[src/rtl/keypad_pkg.sv]
// Shared types and helpers for the keypad scanner/debouncer.
package keypad_pkg;

    typedef enum logic [1:0] {
        SCAN     = 2'd0,
        DEBOUNCE = 2'd1,
        HELD     = 2'd2,
        RELEASE  = 2'd3
    } kp_state_t;

    // Linear key number: row-major across the matrix.
    function automatic int unsigned kp_code(input int unsigned row,
                                            input int unsigned col,
                                            input int unsigned cols);
        return row * cols + col;
    endfunction

    // Counter width able to hold max_val; never below one bit.
    function automatic int unsigned kp_cnt_w(input int unsigned max_val);
        return (max_val < 1) ? 1 : $clog2(max_val + 1);
    endfunction

endpackage

[src/rtl/sync_n.sv]
// WIDTH-bit two-flop synchroniser with a configurable reset level.
module sync_n #(
    parameter int unsigned      WIDTH   = 1,
    parameter logic [WIDTH-1:0] RST_VAL = '0
) (
    input  logic             clk,
    input  logic             rst_n,
    input  logic [WIDTH-1:0] d,
    output logic [WIDTH-1:0] q
);

    logic [WIDTH-1:0] meta;

    // First stage absorbs metastability, second stage presents a clean level.
    always_ff @(posedge clk or negedge rst_n) begin
        if (!rst_n) begin
            meta <= RST_VAL;
            q    <= RST_VAL;
        end else begin
            meta <= d;
            q    <= meta;
        end
    end

endmodule

[src/rtl/keypad_scan_debounce.sv]
// Matrix keypad scanner with press/release debounce and optional auto-repeat.
module keypad_scan_debounce
    import keypad_pkg::*;
#(
    parameter int unsigned ROWS            = 4,
    parameter int unsigned COLS            = 4,
    parameter int unsigned SETTLE_CYCLES   = 16,
    parameter int unsigned DEBOUNCE_CYCLES = 48000,
    parameter int unsigned REPEAT_CYCLES   = 0,
    parameter bit          ACTIVE_LOW      = 1'b1,
    parameter int unsigned CODE_W          = $clog2(ROWS * COLS)
) (
    input  logic              clk,
    input  logic              reset,
    input  logic [ROWS-1:0]   row_keys,
    output logic [COLS-1:0]   col_keys,
    output logic [CODE_W-1:0] key_code,
    output logic              key_valid,
    output logic              key_held
);

    localparam int unsigned ROW_W = $clog2(ROWS);
    localparam int unsigned COL_W = $clog2(COLS);
    localparam int unsigned SET_W = kp_cnt_w(SETTLE_CYCLES);
    localparam int unsigned DEB_W = kp_cnt_w(DEBOUNCE_CYCLES);
    localparam int unsigned REP_W = kp_cnt_w(REPEAT_CYCLES);

    localparam logic [ROWS-1:0]  ROW_IDLE    = {ROWS{ACTIVE_LOW}};
    localparam logic [COLS-1:0]  COL0_ONEHOT = COLS'(1);
    localparam logic [COLS-1:0]  COL_RST     = ACTIVE_LOW ? ~COL0_ONEHOT : COL0_ONEHOT;
    localparam logic [SET_W-1:0] SET_LAST    = SET_W'(SETTLE_CYCLES - 1);
    localparam logic [DEB_W-1:0] DEB_LAST    = DEB_W'(DEBOUNCE_CYCLES - 1);
    localparam logic [REP_W-1:0] REP_LAST    = REP_W'(REPEAT_CYCLES - 1);

    kp_state_t         state, state_nxt;
    logic [COL_W-1:0]  col_idx, col_nxt, col_adv;
    logic [SET_W-1:0]  settle_cnt, settle_nxt;
    logic [DEB_W-1:0]  deb_cnt, deb_nxt;
    logic [REP_W-1:0]  rep_cnt, rep_nxt;
    logic [ROW_W-1:0]  cap_row, cap_row_nxt, low_row;
    logic [CODE_W-1:0] cap_code, cap_code_nxt, code_nxt;
    logic [COLS-1:0]   col_onehot, col_keys_nxt;
    logic              valid_nxt, held_nxt;
    logic [ROWS-1:0]   row_sync, row_act;
    logic              any_row, cap_hit;

    sync_n #(
        .WIDTH   (ROWS),
        .RST_VAL (ROW_IDLE)
    ) u_sync (
        .clk   (clk),
        .rst_n (reset),
        .d     (row_keys),
        .q     (row_sync)
    );

    // Normalise row polarity and locate the lowest asserted row.
    always_comb begin
        row_act = row_sync ^ ROW_IDLE;
        any_row = |row_act;
        low_row = '0;
        for (int r = ROWS - 1; r >= 0; r--) begin
            if (row_act[r]) low_row = ROW_W'(r);
        end
        cap_hit = row_act[cap_row];
        col_adv = (col_idx == COL_W'(COLS - 1)) ? '0 : col_idx + COL_W'(1);
    end

    // Next-state and next-output logic for scan, debounce, hold and release.
    always_comb begin
        state_nxt    = state;
        col_nxt      = col_idx;
        settle_nxt   = settle_cnt;
        deb_nxt      = deb_cnt;
        rep_nxt      = rep_cnt;
        cap_row_nxt  = cap_row;
        cap_code_nxt = cap_code;
        code_nxt     = key_code;
        valid_nxt    = 1'b0;
        held_nxt     = key_held;

        case (state)
            SCAN: begin
                if (settle_cnt == SET_LAST) begin
                    settle_nxt = '0;
                    if (any_row) begin
                        cap_row_nxt  = low_row;
                        cap_code_nxt = CODE_W'(kp_code(32'(low_row), 32'(col_idx), COLS));
                        deb_nxt      = '0;
                        state_nxt    = DEBOUNCE;
                    end else begin
                        col_nxt = col_adv;
                    end
                end else begin
                    settle_nxt = settle_cnt + SET_W'(1);
                end
            end
            DEBOUNCE: begin
                if (cap_hit) begin
                    if (deb_cnt == DEB_LAST) begin
                        state_nxt = HELD;
                        code_nxt  = cap_code;
                        valid_nxt = 1'b1;
                        held_nxt  = 1'b1;
                        deb_nxt   = '0;
                        rep_nxt   = '0;
                    end else begin
                        deb_nxt = deb_cnt + DEB_W'(1);
                    end
                end else begin
                    deb_nxt    = '0;
                    settle_nxt = '0;
                    col_nxt    = col_adv;
                    state_nxt  = SCAN;
                end
            end
            HELD: begin
                if (!cap_hit) begin
                    state_nxt = RELEASE;
                    rep_nxt   = '0;
                    deb_nxt   = '0;
                end else if (REPEAT_CYCLES > 0) begin
                    if (rep_cnt == REP_LAST) begin
                        valid_nxt = 1'b1;
                        rep_nxt   = '0;
                    end else begin
                        rep_nxt = rep_cnt + REP_W'(1);
                    end
                end
            end
            RELEASE: begin
                if (cap_hit) begin
                    state_nxt = HELD;
                    rep_nxt   = '0;
                    deb_nxt   = '0;
                end else if (deb_cnt == DEB_LAST) begin
                    state_nxt  = SCAN;
                    held_nxt   = 1'b0;
                    deb_nxt    = '0;
                    settle_nxt = '0;
                    col_nxt    = col_adv;
                end else begin
                    deb_nxt = deb_cnt + DEB_W'(1);
                end
            end
            default: state_nxt = SCAN;
        endcase

        col_onehot   = COL0_ONEHOT << col_nxt;
        col_keys_nxt = ACTIVE_LOW ? ~col_onehot : col_onehot;
    end

    // State register and all registered outputs/counters.
    always_ff @(posedge clk or negedge reset) begin
        if (!reset) begin
            state      <= SCAN;
            col_idx    <= '0;
            settle_cnt <= '0;
            deb_cnt    <= '0;
            rep_cnt    <= '0;
            cap_row    <= '0;
            cap_code   <= '0;
            key_code   <= '0;
            key_valid  <= 1'b0;
            key_held   <= 1'b0;
            col_keys   <= COL_RST;
        end else begin
            state      <= state_nxt;
            col_idx    <= col_nxt;
            settle_cnt <= settle_nxt;
            deb_cnt    <= deb_nxt;
            rep_cnt    <= rep_nxt;
            cap_row    <= cap_row_nxt;
            cap_code   <= cap_code_nxt;
            key_code   <= code_nxt;
            key_valid  <= valid_nxt;
            key_held   <= held_nxt;
            col_keys   <= col_keys_nxt;
        end
    end

endmodule

[config.mk]
export PLATFORM = sky130hd
export DESIGN_NAME = keypad_scan_debounce
export DESIGN_NICKNAME = d
export VERILOG_FILES = /design/src/rtl/keypad_pkg.sv /design/src/rtl/sync_n.sv /design/src/rtl/keypad_scan_debounce.sv
export SDC_FILE = /design/constraint.sdc
export NUM_CORES = 1
export LEC_CHECK = 0
export ABC_AREA = 1
export CORE_MARGIN = 2
export CORE_UTILIZATION = 59
export CTS_CLUSTER_DIAMETER = 40
export DETAILED_ROUTE_END_ITERATION = 16
export GPL_TIMING_DRIVEN = 1
export PLACE_DENSITY = 0.86
export SLEW_MARGIN = 10
export SYNTH_ARGS = -nofsm -noshare
export SYNTH_HDL_FRONTEND = slang
export SYNTH_SLANG_ARGS = --single-unit
export TNS_END_PERCENT = 1
[constraint.sdc]
create_clock -name clk -period 2.3 [get_ports clk]
set_clock_uncertainty 0.2 [all_clocks]
set_input_delay 0.345 -clock clk [delete_from_list [all_inputs] [get_ports clk]]
set_output_delay 0.345 -clock clk [all_outputs]
set_load 0.1 [all_outputs]
==> results of run 1 <==
timing repair:
| action | in CTS | in global routing |
|---|---|---|
| hold endpoints to repair | 13 | 0 |
| hold buffers | 1 | 0 |
| buffers inserted | 0 | 0 |
cell type report:
class / instances / area (um^2)
Fill cell: 332 / 1222
Sequential cell: 47 / 1190
Multi-Input combinational cell: 224 / 1165
Timing Repair Buffer: 18 / 145.1
Inverter: 33 / 128.9
Clock buffer: 5 / 68.82
Tap cell: 50 / 62.56
Clock inverter: 3 / 46.29
registers in the layout, indices dropped and copies added (netlist names), named ones only:
name and flops:
deb_cnt 16, settle_cnt 5, col_keys 4, key_code 4, u_sync.meta 4, u_sync.q 4, cap_code 3, col_idx 2
cap_row 1, key_held 1, key_valid 1, state 1
metrics by stage:
step	power, mW	setup WS (ps)	hold WS, ps	utilization (%)	instance area (um^2)
floorplan	1.887	574.5	-150.6	-	2495
global placement	2.061	420.7	95.34	66.55	2681
detailed placement	2.104	363.7	106.9	66.55	2681
CTS	2.717	328.0	160.1	69.66	2806
global route	2.870	134.5	165.0	69.66	2806
finish	2.712	322.3	158.9	69.66	2806
routing by layer:
metal / share of wire, % / vias up
li1: - / 1031
met1: 46 / 965
met2: 47 / 66
met3: 5.2 / 8
met4: 1.4 / 0
met5: 0 / -
cell usage after synthesis (all sizes together):
cell type	number
dfstp	11
xor2	3
inv	33
nor2	33
nand3	28
dfrtp	36
buf	1
a31oi	1
mux2	2
o21ai	22
xnor2	2
o31ai	2
a32oi	1
nand3b	1
nand4	5
nand2	106
a21oi	6
or2	1
ha	7
nor3	4
critical path, stage by stage, from the launching register on:
cell	delay (ps)
dfrtp_1	390
ha_1	210
nand3_2	120
nor2_4	180
nand2_1	100
nand2_2	100
nand2_4	110
inv_6	160
nand2_2	80
nor2_2	100
nand2_1	50
nand2_1	50
nor2_1	40
kinds of logic (layout without fill, tap and decap cells):
family | after synthesis | in the layout | share of synthesized area [%]
AND/OR/NAND/NOR | 178 | 178 | 33.40
adder cells (fa/ha/maj) | 7 | 7 | 3.510
multiplexers | 2 | 2 | 0.9026
flip-flops | 47 | 47 | 47.69
AO/OA/AOI/OAI | 32 | 32 | 7.121
XOR/XNOR | 5 | 5 | 1.756
buffers and inverters | 34 | 59 | 5.617
how the worst max path moves through the flow:
| stage | to |
|---|---|
| after floorplan | deb_cnt[8] |
| after global placement | deb_cnt[8] |
| after detailed placement | deb_cnt[8] |
| after CTS | deb_cnt[8] |
| after global routing | deb_cnt[8] |
| final | deb_cnt[8] |
report_power, final:
| group | internal [mW] | total, mW | switching (mW) |
|---|---|---|---|
| Clock | 0.327 | 0.613 | 0.286 |
| Sequential | 0.945 | 1.02 | 0.0787 |
| Combinational | 0.294 | 1.07 | 0.781 |
| Total | 1.57 | 2.71 | 1.15 |
==> flow_summary.yaml, run 1 <==
outcome:
  run_status: "complete, no violations"
final_layout:
  mostFrequentLayoutCells: "93 x nand2_1, 36 x dfrtp_1, 28 x inv_1"
  num_antenna_cells: 0
  finish.cell_count_without_fillers: 380
  nets: 342
  drive_above_1_share_pct: 20.91
  leading_cell_type_in_the_layout_fill_and_taps_excluded: "nand2_1"
  layout-area-overhead-vs-synth_pct: 12.49
sta:
  timing.slew.headroom_pct: 70.11
  grt_setup_unrepaired: "false"
  drv_slew: 0
  tightestPinTransition_ps: 446.7
  hold_viol_final: 0
  clock.fmax_mhz: 505.6
  fin_tns_setup_ps: 0
  layout_min_cycle_time_ps: 1978
  finalSetupViolCount: 0
  final_min_period_over_clock_period_pct: 85.99
hold_path:
  min_to: "u_sync.q[3]"
  worstHoldPathCells: 0
  min-delay-start: "u_sync.meta[3]"
  kind_of_path_behind_the_tightest_hold_check: "flip-flop to flip-flop"
global_route:
  gr-usage-met2_pct: 34.19
  maximum_number_of_pins_on_one_net_before_global_route_repair: 19
  number_of_antenna_violations_at_the_first_check_in_global_routing: 0
  met3_usage_pct: 5.263
  overflow: 0
  vias_in_the_first_global_route: 1980
  grt_most_used_layer: "met2"
  grt_first_pass_wirelength_um: 8535
  global_route.usage.total_pct: 21.94
  groute.layer.met1.usage_pct: 30.55
synthesis:
  synth_cell_type_count: 32
  synth_area_um2: 2495
  avgSynthCellArea_um2: 8.180
  synth_seq_area_share_pct: 47.69
  synth_area_leaders: "dfrtp_1 36%, nand2_1 14%, dfstp_2 12%"
  synthesis.nets: 318
  yosys_warnings: 0
  synth_largest_area_cell: "dfrtp_1"
  syn-instance-count: 305
  yosys_register_bits: 47
  synth_largest_type_area_fraction_pct: 36.11
drt:
  routedWlPerCell_um: 13.25
  drtIter0Drc: 118
  drt_wl_total_um: 5035
  remaining_drc_errors: 0
  drtAntennaViolNets: 0
  routed-via-count: 2070
  detail_route.first_pass.iterations: 4
  detail_route.vias_per_cell: 5.447
critical_path:
  timing.critical_path.arrival_ps: 1980
  cp.required_ps: 2300
  rr_endpoint: "deb_cnt[8]"
  worst_r2r_path_depth: 12
  r2r-start: "settle_cnt[0]"
  startpoint: "settle_cnt[0]"
  start_kind: "flip-flop"
  worstPathMaxFanout: 17
  ff2ff_setup_slack_ps: 320
  setup.worst_path.end_class: "flip-flop"
  category_of_the_most_critical_setup_path: "flip-flop to flip-flop"
clock_network:
  clockBufferDepth: 2
  htree_num_levels: 2
  later_pin_clock_latency_in_the_skew_report_ps: 300
  tritoncts_num_sinks: 47
  root_buffer: "clkbuf_8"
  cts_buffers: 5
  cts.reportedPaths.clkPinSlew_ps: 90
  number_of_resized_instances_in_the_post_cts_repair_step: 0
  cts_tree: "done"
pwr:
  cellPowerDensity_nw_per_um2: 966.3
  leakage_nw: 1.323
  vdd_ir_drop_max_mv: 1.148
die:
  core_area_um2: 4029
  width_of_the_chip_um: 69.03
  pin_count: 16
  floorplan.initialDensity_pct: 61.93
  die_h_um: 69.03
  rows: 23
  die_area_um2: 4764
placed_design:
  routabilityCongestion: 0.8810
  detailedPlacementHpwl_um: 3781
  io_buffer_count: 15
  placed_cells: 371
job:
  drv_cap: 0
Note: power is estimated with default switching activity, not from simulation.
==> run 2, diff against run 1 <==
Settings changed: CTS_CLUSTER_SIZE from default to 14, SKIP_CTS_REPAIR_TIMING from default to 1.
==> results of run 2 <==
The final DEF is identical to that of run 1; final timing and power are the same.
Main changes from that run: wire length of the first global-routing pass 8535 um -> 8549 um; via count of the first global-routing pass 1980 -> 1986; overall routing resource usage 21.94% -> 21.97%; met2 usage 34.19% -> 34.29%
